### config.mk
export PLATFORM = sky130hd
export DESIGN_NAME = mem_ldst
export DESIGN_NICKNAME = d
export VERILOG_FILES = /design/src/rtl/mem_ldst.sv
export SDC_FILE = /design/constraint.sdc
export NUM_CORES = 1
export LEC_CHECK = 0
export ABC_AREA = 1
export CORE_ASPECT_RATIO = 0.7
export CORE_MARGIN = 4
export CORE_UTILIZATION = 30
export DETAILED_ROUTE_END_ITERATION = 12
export HOLD_SLACK_MARGIN = 0.08
export PLACE_DENSITY = 0.66
export SYNTH_ARGS = -nofsm -noshare
export SYNTH_HDL_FRONTEND = slang
export SYNTH_SLANG_ARGS = --single-unit
### constraint.sdc
create_clock -name clk -period 1.9 [get_ports clk]
set_input_delay 0.38 -clock clk [delete_from_list [all_inputs] [get_ports clk]]
set_output_delay 0.38 -clock clk [all_outputs]
set_load 0.05 [all_outputs]
### src/rtl/mem_ldst.sv
// mem_ldst: load/store front end for spram32_32k; define LDST_UNALIGNED_EN to run word-crossing accesses as two SPRAM accesses
module mem_ldst #(
  parameter int AW = 17,
  parameter int DW = 32
) (
  input  logic          clk,
  input  logic          rst_n,
  input  logic          req_valid,
  output logic          req_ready,
  input  logic          req_we,
  input  logic [1:0]    req_sz,
  input  logic [AW-1:0] req_addr,
  input  logic [DW-1:0] req_wdata,
  output logic          rsp_valid,
  output logic [DW-1:0] rsp_rdata,
  output logic          rsp_err,
  output logic          mem_we,
  output logic [3:0]    mem_bmsk,
  output logic [AW-3:0] mem_a,
  output logic [DW-1:0] mem_vi,
  input  logic [DW-1:0] mem_vo
);
`ifdef LDST_UNALIGNED_EN
  typedef enum logic [2:0] {IDLE, ISS1, CAP1, ISS2, CAP2, RSP} state_t;
`else
  typedef enum logic [2:0] {IDLE, ISS1, CAP1, RSP} state_t;
`endif
  state_t        state_q, state_d;
  logic          we_q, we_d;
  logic [1:0]    sz_q, sz_d;
  logic [1:0]    off_q, off_d;
  logic          mem_we_q, mem_we_d;
  logic [3:0]    mem_bmsk_q, mem_bmsk_d;
  logic [AW-3:0] mem_a_q, mem_a_d;
  logic [DW-1:0] mem_vi_q, mem_vi_d;
  logic          rsp_valid_q, rsp_valid_d;
  logic          rsp_err_q, rsp_err_d;
  logic [DW-1:0] rsp_rdata_q, rsp_rdata_d;
`ifdef LDST_UNALIGNED_EN
  logic          split_q, split_d;
  logic [3:0]    hmsk_q, hmsk_d;
  logic [DW-1:0] w1_q, w1_d;
`endif
  logic [7:0]    lanes_in, mask_in;
  logic          split_in, err_in;
  logic [DW-1:0] rot_in;
  logic [DW-1:0] lo, algn, keep, rdata;

  // decode the incoming request: lane mask over two words, split/error, lane-rotated store data
  always_comb begin
    lanes_in = (req_sz == 2'd0) ? 8'h01 : (req_sz == 2'd1) ? 8'h03 : 8'h0F;
    mask_in  = lanes_in << req_addr[1:0];
    split_in = |mask_in[7:4];
`ifdef LDST_UNALIGNED_EN
    err_in   = req_sz == 2'd3;
`else
    err_in   = (req_sz == 2'd3) | split_in;
`endif
    rot_in   = (req_addr[1:0] == 2'd0) ? req_wdata :
               (req_addr[1:0] == 2'd1) ? {req_wdata[23:0], req_wdata[31:24]} :
               (req_addr[1:0] == 2'd2) ? {req_wdata[15:0], req_wdata[31:16]} :
                                         {req_wdata[7:0],  req_wdata[31:8]};
  end

  // right-align read data: low word is the first captured word, high word is the live SPRAM output
  always_comb begin
`ifdef LDST_UNALIGNED_EN
    lo    = (state_q == CAP2) ? w1_q : mem_vo;
`else
    lo    = mem_vo;
`endif
    algn  = (off_q == 2'd0) ? lo :
            (off_q == 2'd1) ? {mem_vo[7:0],  lo[31:8]} :
            (off_q == 2'd2) ? {mem_vo[15:0], lo[31:16]} :
                              {mem_vo[23:0], lo[31:24]};
    keep  = (sz_q == 2'd0) ? 32'h0000_00FF : (sz_q == 2'd1) ? 32'h0000_FFFF : 32'hFFFF_FFFF;
    rdata = we_q ? '0 : (algn & keep);
  end

  // sequencer: next state and the registered SPRAM/response outputs for that state
  always_comb begin
    state_d     = state_q;
    we_d        = we_q;
    sz_d        = sz_q;
    off_d       = off_q;
    mem_we_d    = 1'b0;
    mem_bmsk_d  = 4'h0;
    mem_a_d     = mem_a_q;
    mem_vi_d    = mem_vi_q;
    rsp_valid_d = 1'b0;
    rsp_err_d   = 1'b0;
    rsp_rdata_d = '0;
`ifdef LDST_UNALIGNED_EN
    split_d     = split_q;
    hmsk_d      = hmsk_q;
    w1_d        = w1_q;
`endif
    case (state_q)
      IDLE: begin
        if (req_valid) begin
          we_d     = req_we;
          sz_d     = req_sz;
          off_d    = req_addr[1:0];
          mem_a_d  = req_addr[AW-1:2];
          mem_vi_d = rot_in;
`ifdef LDST_UNALIGNED_EN
          split_d  = split_in;
          hmsk_d   = mask_in[7:4];
`endif
          if (err_in) begin
            state_d     = RSP;
            rsp_valid_d = 1'b1;
            rsp_err_d   = 1'b1;
          end else begin
            state_d    = ISS1;
            mem_we_d   = req_we;
            mem_bmsk_d = req_we ? mask_in[3:0] : 4'h0;
          end
        end
      end
      ISS1: state_d = CAP1;
      CAP1: begin
`ifdef LDST_UNALIGNED_EN
        w1_d = mem_vo;
        if (split_q) begin
          state_d    = ISS2;
          mem_we_d   = we_q;
          mem_bmsk_d = we_q ? hmsk_q : 4'h0;
          mem_a_d    = mem_a_q + {{(AW-3){1'b0}}, 1'b1};
        end else begin
          state_d     = RSP;
          rsp_valid_d = 1'b1;
          rsp_rdata_d = rdata;
        end
`else
        state_d     = RSP;
        rsp_valid_d = 1'b1;
        rsp_rdata_d = rdata;
`endif
      end
`ifdef LDST_UNALIGNED_EN
      ISS2: state_d = CAP2;
      CAP2: begin
        state_d     = RSP;
        rsp_valid_d = 1'b1;
        rsp_rdata_d = rdata;
      end
`endif
      default: state_d = IDLE;
    endcase
  end

  // state and output registers with synchronous active-low reset
  always_ff @(posedge clk) begin
    if (!rst_n) begin
      state_q     <= IDLE;
      we_q        <= 1'b0;
      sz_q        <= 2'd0;
      off_q       <= 2'd0;
      mem_we_q    <= 1'b0;
      mem_bmsk_q  <= 4'h0;
      mem_a_q     <= '0;
      mem_vi_q    <= '0;
      rsp_valid_q <= 1'b0;
      rsp_err_q   <= 1'b0;
      rsp_rdata_q <= '0;
`ifdef LDST_UNALIGNED_EN
      split_q     <= 1'b0;
      hmsk_q      <= 4'h0;
      w1_q        <= '0;
`endif
    end else begin
      state_q     <= state_d;
      we_q        <= we_d;
      sz_q        <= sz_d;
      off_q       <= off_d;
      mem_we_q    <= mem_we_d;
      mem_bmsk_q  <= mem_bmsk_d;
      mem_a_q     <= mem_a_d;
      mem_vi_q    <= mem_vi_d;
      rsp_valid_q <= rsp_valid_d;
      rsp_err_q   <= rsp_err_d;
      rsp_rdata_q <= rsp_rdata_d;
`ifdef LDST_UNALIGNED_EN
      split_q     <= split_d;
      hmsk_q      <= hmsk_d;
      w1_q        <= w1_d;
`endif
    end
  end

  // write enable is cut the moment reset asserts so an in-flight store cannot land
  assign mem_we    = mem_we_q & rst_n;
  assign req_ready = (state_q == IDLE) & rst_n;
  assign mem_bmsk  = mem_bmsk_q;
  assign mem_a     = mem_a_q;
  assign mem_vi    = mem_vi_q;
  assign rsp_valid = rsp_valid_q;
  assign rsp_err   = rsp_err_q;
  assign rsp_rdata = rsp_rdata_q;
endmodule

==> results of run 1 <==
[cells by family (layout without fill, tap and decap cells)]
family	Yosys count	after routing	synth area share, %
AO/OA/AOI/OAI	232	232	25.5
AND/OR/NAND/NOR	297	297	26.0
flip-flops	93	93	37.9
buffers and inverters	108	269	9.80
adder cells (fa/ha/maj)	3	3	0.764
[tightest hold or removal path, stage by stage]
cell and delay (ps):
buf_2 140, nand2_4 90, o21ai_1 80
[power by group]
group          internal, mW  switching, mW
Clock                  1.03          0.795
Combinational          1.09           2.21
Sequential             2.25          0.167
[worst min-delay path by stage]
stage / slack (ps) / cells after the start / end
final: 390 / 3 / rsp_valid
after global routing: 410 / 3 / rsp_valid
after global placement: 460 / 2 / mem_a[11]
after CTS: 390 / 3 / rsp_valid
after floorplan: 450 / 2 / sz_q[0]
after detailed placement: 460 / 2 / mem_a[3]
[per-layer routing]
layer  up-vias  part of all wire (%)  wire, um  GRT usage (%)
met3        15                   9.8      1670           6.45
met5         -                  0.10        17              0
li1       2784                     -         -              -
met1      2468                    49      8250           26.8
met4         2                   1.1       194           4.32
met2       225                    40      6870           24.7
[final cells by class]
cell class | instances | area share (%)
multi-input cells | 532 | 35.7
flip-flops and latches | 93 | 25.8
repair buffers | 200 | 27.7
clock inverters | 6 | 0.989
inverters | 53 | 2.76
well taps | 220 | 3.82
clock buffers | 10 | 3.18
[registers in the layout, indices dropped and copies added, names as in the netlist]
register,flops
rsp_valid,1
state_q,2
mem_bmsk,4
sz_q,2
rsp_err,1
mem_we_q,1
rsp_rdata,32
off_q,2
mem_vi,32
mem_a,15
we_q,1
[cells in the final DEF (no fill, tap or decap), types with 2 or more instances in the layout]
master	count
inv_1	44
nand2_1	163
nor2_1	42
nand2_2	5
o21ai_0	78
o22ai_1	2
a21oi_1	58
o211ai_1	24
buf_12	7
clkdlybuf4s50_1	120
clkbuf_16	9
ha_1	3
buf_4	48
dlygate4sd2_1	2
dfxtp_1	93
a211oi_1	6
nor3_1	8
a211oi_2	2
dlymetal6s2s_1	22
inv_2	9
nand3_1	74
o21ai_1	62
nor2_4	2
[what timing repair did]
action	4_1_cts	5_1_grt
endpoints found under the hold margin	0	0
setup endpoints to repair	2	27
resized for setup	2	23
[stage by stage]
stage	total power, mW	worst slack [ps]	hold slack (ps)
after floorplan	4.60	339	450
after global placement	5.77	72.5	459
after detailed placement	5.79	77.3	460
after CTS	7.64	5.28	389
after global routing	8.01	0.568	412
final	7.55	37.4	389
==> results.json, run 1 <==
{
  "status": "completed",
  "via_count": 5494,
  "die_h_um": 115,
  "rr_startpoint": "state_q[0]",
  "worstSetupStartpoint": "mem_a[8]",
  "relSlewSlack_pct": 64.6,
  "cp_slowest_cell": "clkdlybuf4s50_1",
  "arrival_ps": 1480,
  "cp-end-kind": "output port",
  "power_density_mw_per_mm2": 1050,
  "finalClockSkew_ps": 5.84,
  "drive_gt1_share_pct": 10.3,
  "ys_warn_count": 0,
  "die_w_um": 161,
  "synthesis.nets": 823,
  "fin_crit_ps": 1860,
  "rsz0062_at_grt": "false",
  "post-route-drc-count": 0,
  "grt_pass1_vias": 5000,
  "post_cts_buffers": 0,
  "placedInstanceArea_mm2": 0.00685,
  "first_pass_iters": 5,
  "finalSetupTns_ps": 0,
  "detail-route-antenna-nets": 0,
  "synth_area_mm2": 0.00491,
  "clockBufferDepth": 2,
  "areaGrowthSynthToFinish_pct": 46.7,
  "diodes": 0,
  "cap_violations": 0,
  "grt_use_total_pct": 18.0,
  "synth-seq-area-share_pct": 37.9,
  "min_from": "rst_n",
  "r2r_end": "rsp_rdata[29]",
  "cts_tree": "done",
  "setup_viol": 0,
  "crit_chain": "clkdlybuf4s50_1",
  "grt_max_degree": 46,
  "place.gp.congestion": 0.838,
  "clkLatencyLatePin_ps": 340,
  "crit_type": "reg2out",
  "hold_class": "in2reg",
  "wl_per_cell_um": 15.3,
  "root_buffer": "clkbuf_16",
  "max_stage_delay_ps": 810,
  "slew_viol_final": 0,
  "dp.cells": 1098,
  "synth_edf_count": 0,
  "finalHoldViolCount": 0,
  "htreeDepth": 3,
  "tightest_slew_ps": 530,
  "portBuffers": 173,
  "reg2reg_slack_ps": 260,
  "syn_area_per_cell_um2": 6.70,
  "grt_pass1_wl_um": 27100,
  "synth_most_common_cell": "nand2_1",
  "multiInputGateArea_mm2": 0.00257,
  "postLayoutCoreUtil_pct": 45.7,
  "yosysTopAreaCellShare_pct": 37.9,
  "clock-sinks": 93,
  "grt.overflow.total": 0,
  "ff_latch_area_mm2": 0.00186,
  "cp_top_family": "buffers and inverters",
  "path_depth": 1,
  "row_count": 38,
  "ir_drop_mv": 0.478,
  "synthTopCellsByArea": "dfxtp_1 38%, nand2_1 13%, o21ai_0 7.9%",
  "synth_cells": 733,
  "worstRegToRegCells": 7,
  "start_util_pct": 31.1,
  "ys_async_sr_fraction_pct": 0,
  "dp_hpwl_um": 12100,
  "yosysTopAreaCell": "dfxtp_1",
  "fmax_ghz": 0.537,
  "wl_um": 17000,
  "vias_per_cell": 4.93,
  "path_buf_inv": 1,
  "ios": 174,
  "die_area_mm2": 0.0185,
  "cts_hold_buf": 0,
  "core_area_mm2": 0.0158,
  "cts-buffers-inserted": 9,
  "nFillCells": 1565,
  "clk_pin_slew_ps": 70,
  "ys.flop_type": "dfxtp_1",
  "antenna_found_initial": 2,
  "first_iter_violations": 361,
  "cp_max_fo": 2,
  "post-route-period-util_pct": 98.0,
  "ys_types": 25,
  "startpoint_type": "flop",
  "synth_commonest_cells": "164 x nand2_1, 93 x dfxtp_1, 78 x o21ai_0",
  "stdcell_count": 1114,
  "synth-seq-cells": 93,
  "p_leak_nw": 3.58,
  "required_ps": 1520,
  "crit_end": "mem_a[8]",
  "fin_nets": 979,
  "fin_area_mm2": 0.00721
}
Power figures use the tool's default switching activity.
==> inputs of run 2 (changes only) <==
--- a/config.mk
+++ b/config.mk
@@ -8,10 +8,11 @@
 export ABC_AREA = 1
 export CORE_ASPECT_RATIO = 0.7
 export CORE_MARGIN = 4
-export CORE_UTILIZATION = 30
+export CORE_UTILIZATION = 46
+export CTS_CLUSTER_DIAMETER = 40
 export DETAILED_ROUTE_END_ITERATION = 12
 export HOLD_SLACK_MARGIN = 0.08
-export PLACE_DENSITY = 0.66
+export PLACE_DENSITY = 0.91
 export SYNTH_ARGS = -nofsm -noshare
 export SYNTH_HDL_FRONTEND = slang
 export SYNTH_SLANG_ARGS = --single-unit
==> run 2 against run 1 <==
Compared with the run above:
- die area shrank 33%
- via count grew 5.0%
- fmax is essentially flat
- worst setup slack lost 0.79 ps
- utilization grew 23 points
- hold slack gained 12 ps
- power grew 3.5%
- first-iteration DRC count grew 57%
- sequential cell count is the same
- critical path depth is the same
- sequential power is essentially flat
- register-to-register slack is essentially flat
- largest cell class unchanged
==> results.json, run 2 (synthesis results as in run 1) <==
{
  "status": "completed",
  "grt.overflow.total": 0,
  "seq_power_share_pct": 31.2,
  "worstRegToRegCells": 7,
  "areaGrowthSynthToFinish_pct": 45.6,
  "grt_max_degree": 38,
  "dp.cells": 1011,
  "ios": 174,
  "crit_type": "reg2out",
  "required_ps": 1520,
  "antenna_found_initial": 0,
  "cp_max_fo": 2,
  "gr-usage-met3_pct": 6.34,
  "max_stage_delay_ps": 810,
  "ir_drop_mv": 0.637,
  "clock-sinks": 93,
  "die_w_um": 132,
  "tightest_slew_ps": 527,
  "fin_nets": 980,
  "p_leak_nw": 3.56,
  "root_buffer": "clkbuf_16",
  "crit_chain": "clkdlybuf4s50_1",
  "cp_top_family": "buffers and inverters",
  "final_cell_mix": "164 x nand2_1, 129 x clkdlybuf4s50_1, 93 x dfxtp_1",
  "cts-buffers-inserted": 9,
  "finalHoldViolCount": 0,
  "diodes": 0,
  "first_iter_violations": 567,
  "grt_use_total_pct": 24.7,
  "clk_pin_slew_ps": 70,
  "busiest_layer": "met2",
  "finalClockSkew_ps": 6.74,
  "grt_pass1_vias": 5322,
  "min_path_cells": 3,
  "setup_viol": 0,
  "die_area_mm2": 0.0124,
  "final_common_cell": "nand2_1",
  "power_density_mw_per_mm2": 1090,
  "postLayoutCoreUtil_pct": 68.8,
  "finalSetupTns_ps": 0,
  "portBuffers": 173,
  "grt_pass1_wl_um": 25700,
  "startpoint_type": "flop",
  "row_count": 31,
  "min_from": "rst_n",
  "r2r_end": "rsp_rdata[11]",
  "netSwitchingPower_mw": 3.17,
  "rr_startpoint": "off_q[1]",
  "clockBufferDepth": 2,
  "clockPowerShare_pct": 26.7,
  "place.gp.congestion": 0.918,
  "start_util_pct": 47.3,
  "cp_slowest_cell": "clkdlybuf4s50_1",
  "relSlewSlack_pct": 64.8,
  "dp_hpwl_um": 11000,
  "detail-route-antenna-nets": 0,
  "htreeDepth": 3,
  "slew_viol_final": 0,
  "globalRouteMet1Util_pct": 33.5,
  "fin_area_mm2": 0.00715,
  "via_count": 5769,
  "arrival_ps": 1480,
  "grtUsageMet2_pct": 38.1,
  "hold-path-endpoint": "rsp_valid",
  "post-route-period-util_pct": 98.1,
  "core_area_mm2": 0.0104,
  "hold_slack_ps": 401,
  "drive_gt1_share_pct": 9.50,
  "placedInstanceArea_mm2": 0.00676,
  "stdcell_count": 1027,
  "cts_tree": "done",
  "cap_violations": 0,
  "fmax_ghz": 0.537,
  "combPwrFrac_pct": 42.2,
  "die_h_um": 94.5,
  "clkLatencyLatePin_ps": 340,
  "path_buf_inv": 1,
  "place_ws_ps": 94.5,
  "first_pass_iters": 6,
  "vias_per_cell": 5.62,
  "fin_crit_ps": 1860,
  "rsz0062_at_grt": "false",
  "hold_class": "in2reg",
  "swShare_pct": 40.5,
  "nFillCells": 822,
  "post-route-drc-count": 0,
  "worst_slack_ps": 36.6,
  "wl_per_cell_um": 15.6,
  "wl_um": 16000,
  "cp-end-kind": "output port",
  "power_mw": 7.81,
  "p_int_mw": 4.65,
  "reg2reg_slack_ps": 270
}
-- run 2: changes by cell type in the layout (fill, tap and decap cells not counted) --
cell,change
buf_12,-1
inv_6,+2
dlymetal6s2s_1,-1
clkdlybuf4s50_1,+9
clkinv_4,-1
buf_4,-5
nand2_1,+1
clkinvlp_4,-1
clkinv_2,-1
nand2_2,-1
inv_8,-1
bufinv_16,+2
dlygate4sd2_1,-1
-- run 2: layout make-up --
cell class	count	area [um^2]	area share, %
clock buffers	10	229	3.20
multi-input cells	532	2570	35.9
repair buffers	201	2010	28.1
clock inverters	6	116	1.63
inverters	53	199	2.78
flip-flops and latches	93	1860	26.0
well taps	132	165	2.31
-- run 2: worst max-delay path by stage --
stage / from / to / depth (start not counted)
3_3_place_gp: req_valid / mem_bmsk[1] / 7
2_1_floorplan: rst_n / mem_we / 4
3_5_place_dp: req_valid / mem_bmsk[1] / 7
5_1_grt: mem_a[12] / mem_a[12] / 1
6_report: mem_vi[29] / mem_vi[29] / 1
4_1_cts: mem_a[5] / mem_a[5] / 1
-- run 2: timing repair --
action	CTS	global route
hold buffers	0	0
buffers inserted	0	0
gates cloned	0	0
resized for setup	1	21
endpoints found under the setup margin	1	21
-- run 2: routing by layer --
metal | share of wire (%) | up-vias
met5 | 0 | -
met4 | 2.8 | 0
met3 | 10 | 42
met2 | 44 | 352
met1 | 43 | 2587
li1 | - | 2788
-- run 2: power by group through the flow --
stage | Combinational (mW) | Sequential (mW) | Clock (mW)
final | 3.29 | 2.43 | 2.09
after global routing | 3.53 | 2.47 | 2.19
after CTS | 3.27 | 2.43 | 2.12
after detailed placement | 3.26 | 2.47 | 0
after global placement | 3.20 | 2.47 | 0
after floorplan | 1.24 | 3.35 | 0
==> inputs of run 3 (changes only) <==
--- a/config.mk
+++ b/config.mk
@@ -11,6 +11,7 @@
 export CORE_UTILIZATION = 46
 export CTS_CLUSTER_DIAMETER = 40
 export DETAILED_ROUTE_END_ITERATION = 12
+export GPL_ROUTABILITY_DRIVEN = 0
 export HOLD_SLACK_MARGIN = 0.08
 export PLACE_DENSITY = 0.91
 export SYNTH_ARGS = -nofsm -noshare
==> results of run 3 <==
Final layout, timing and power as in run 2 (identical DEF).
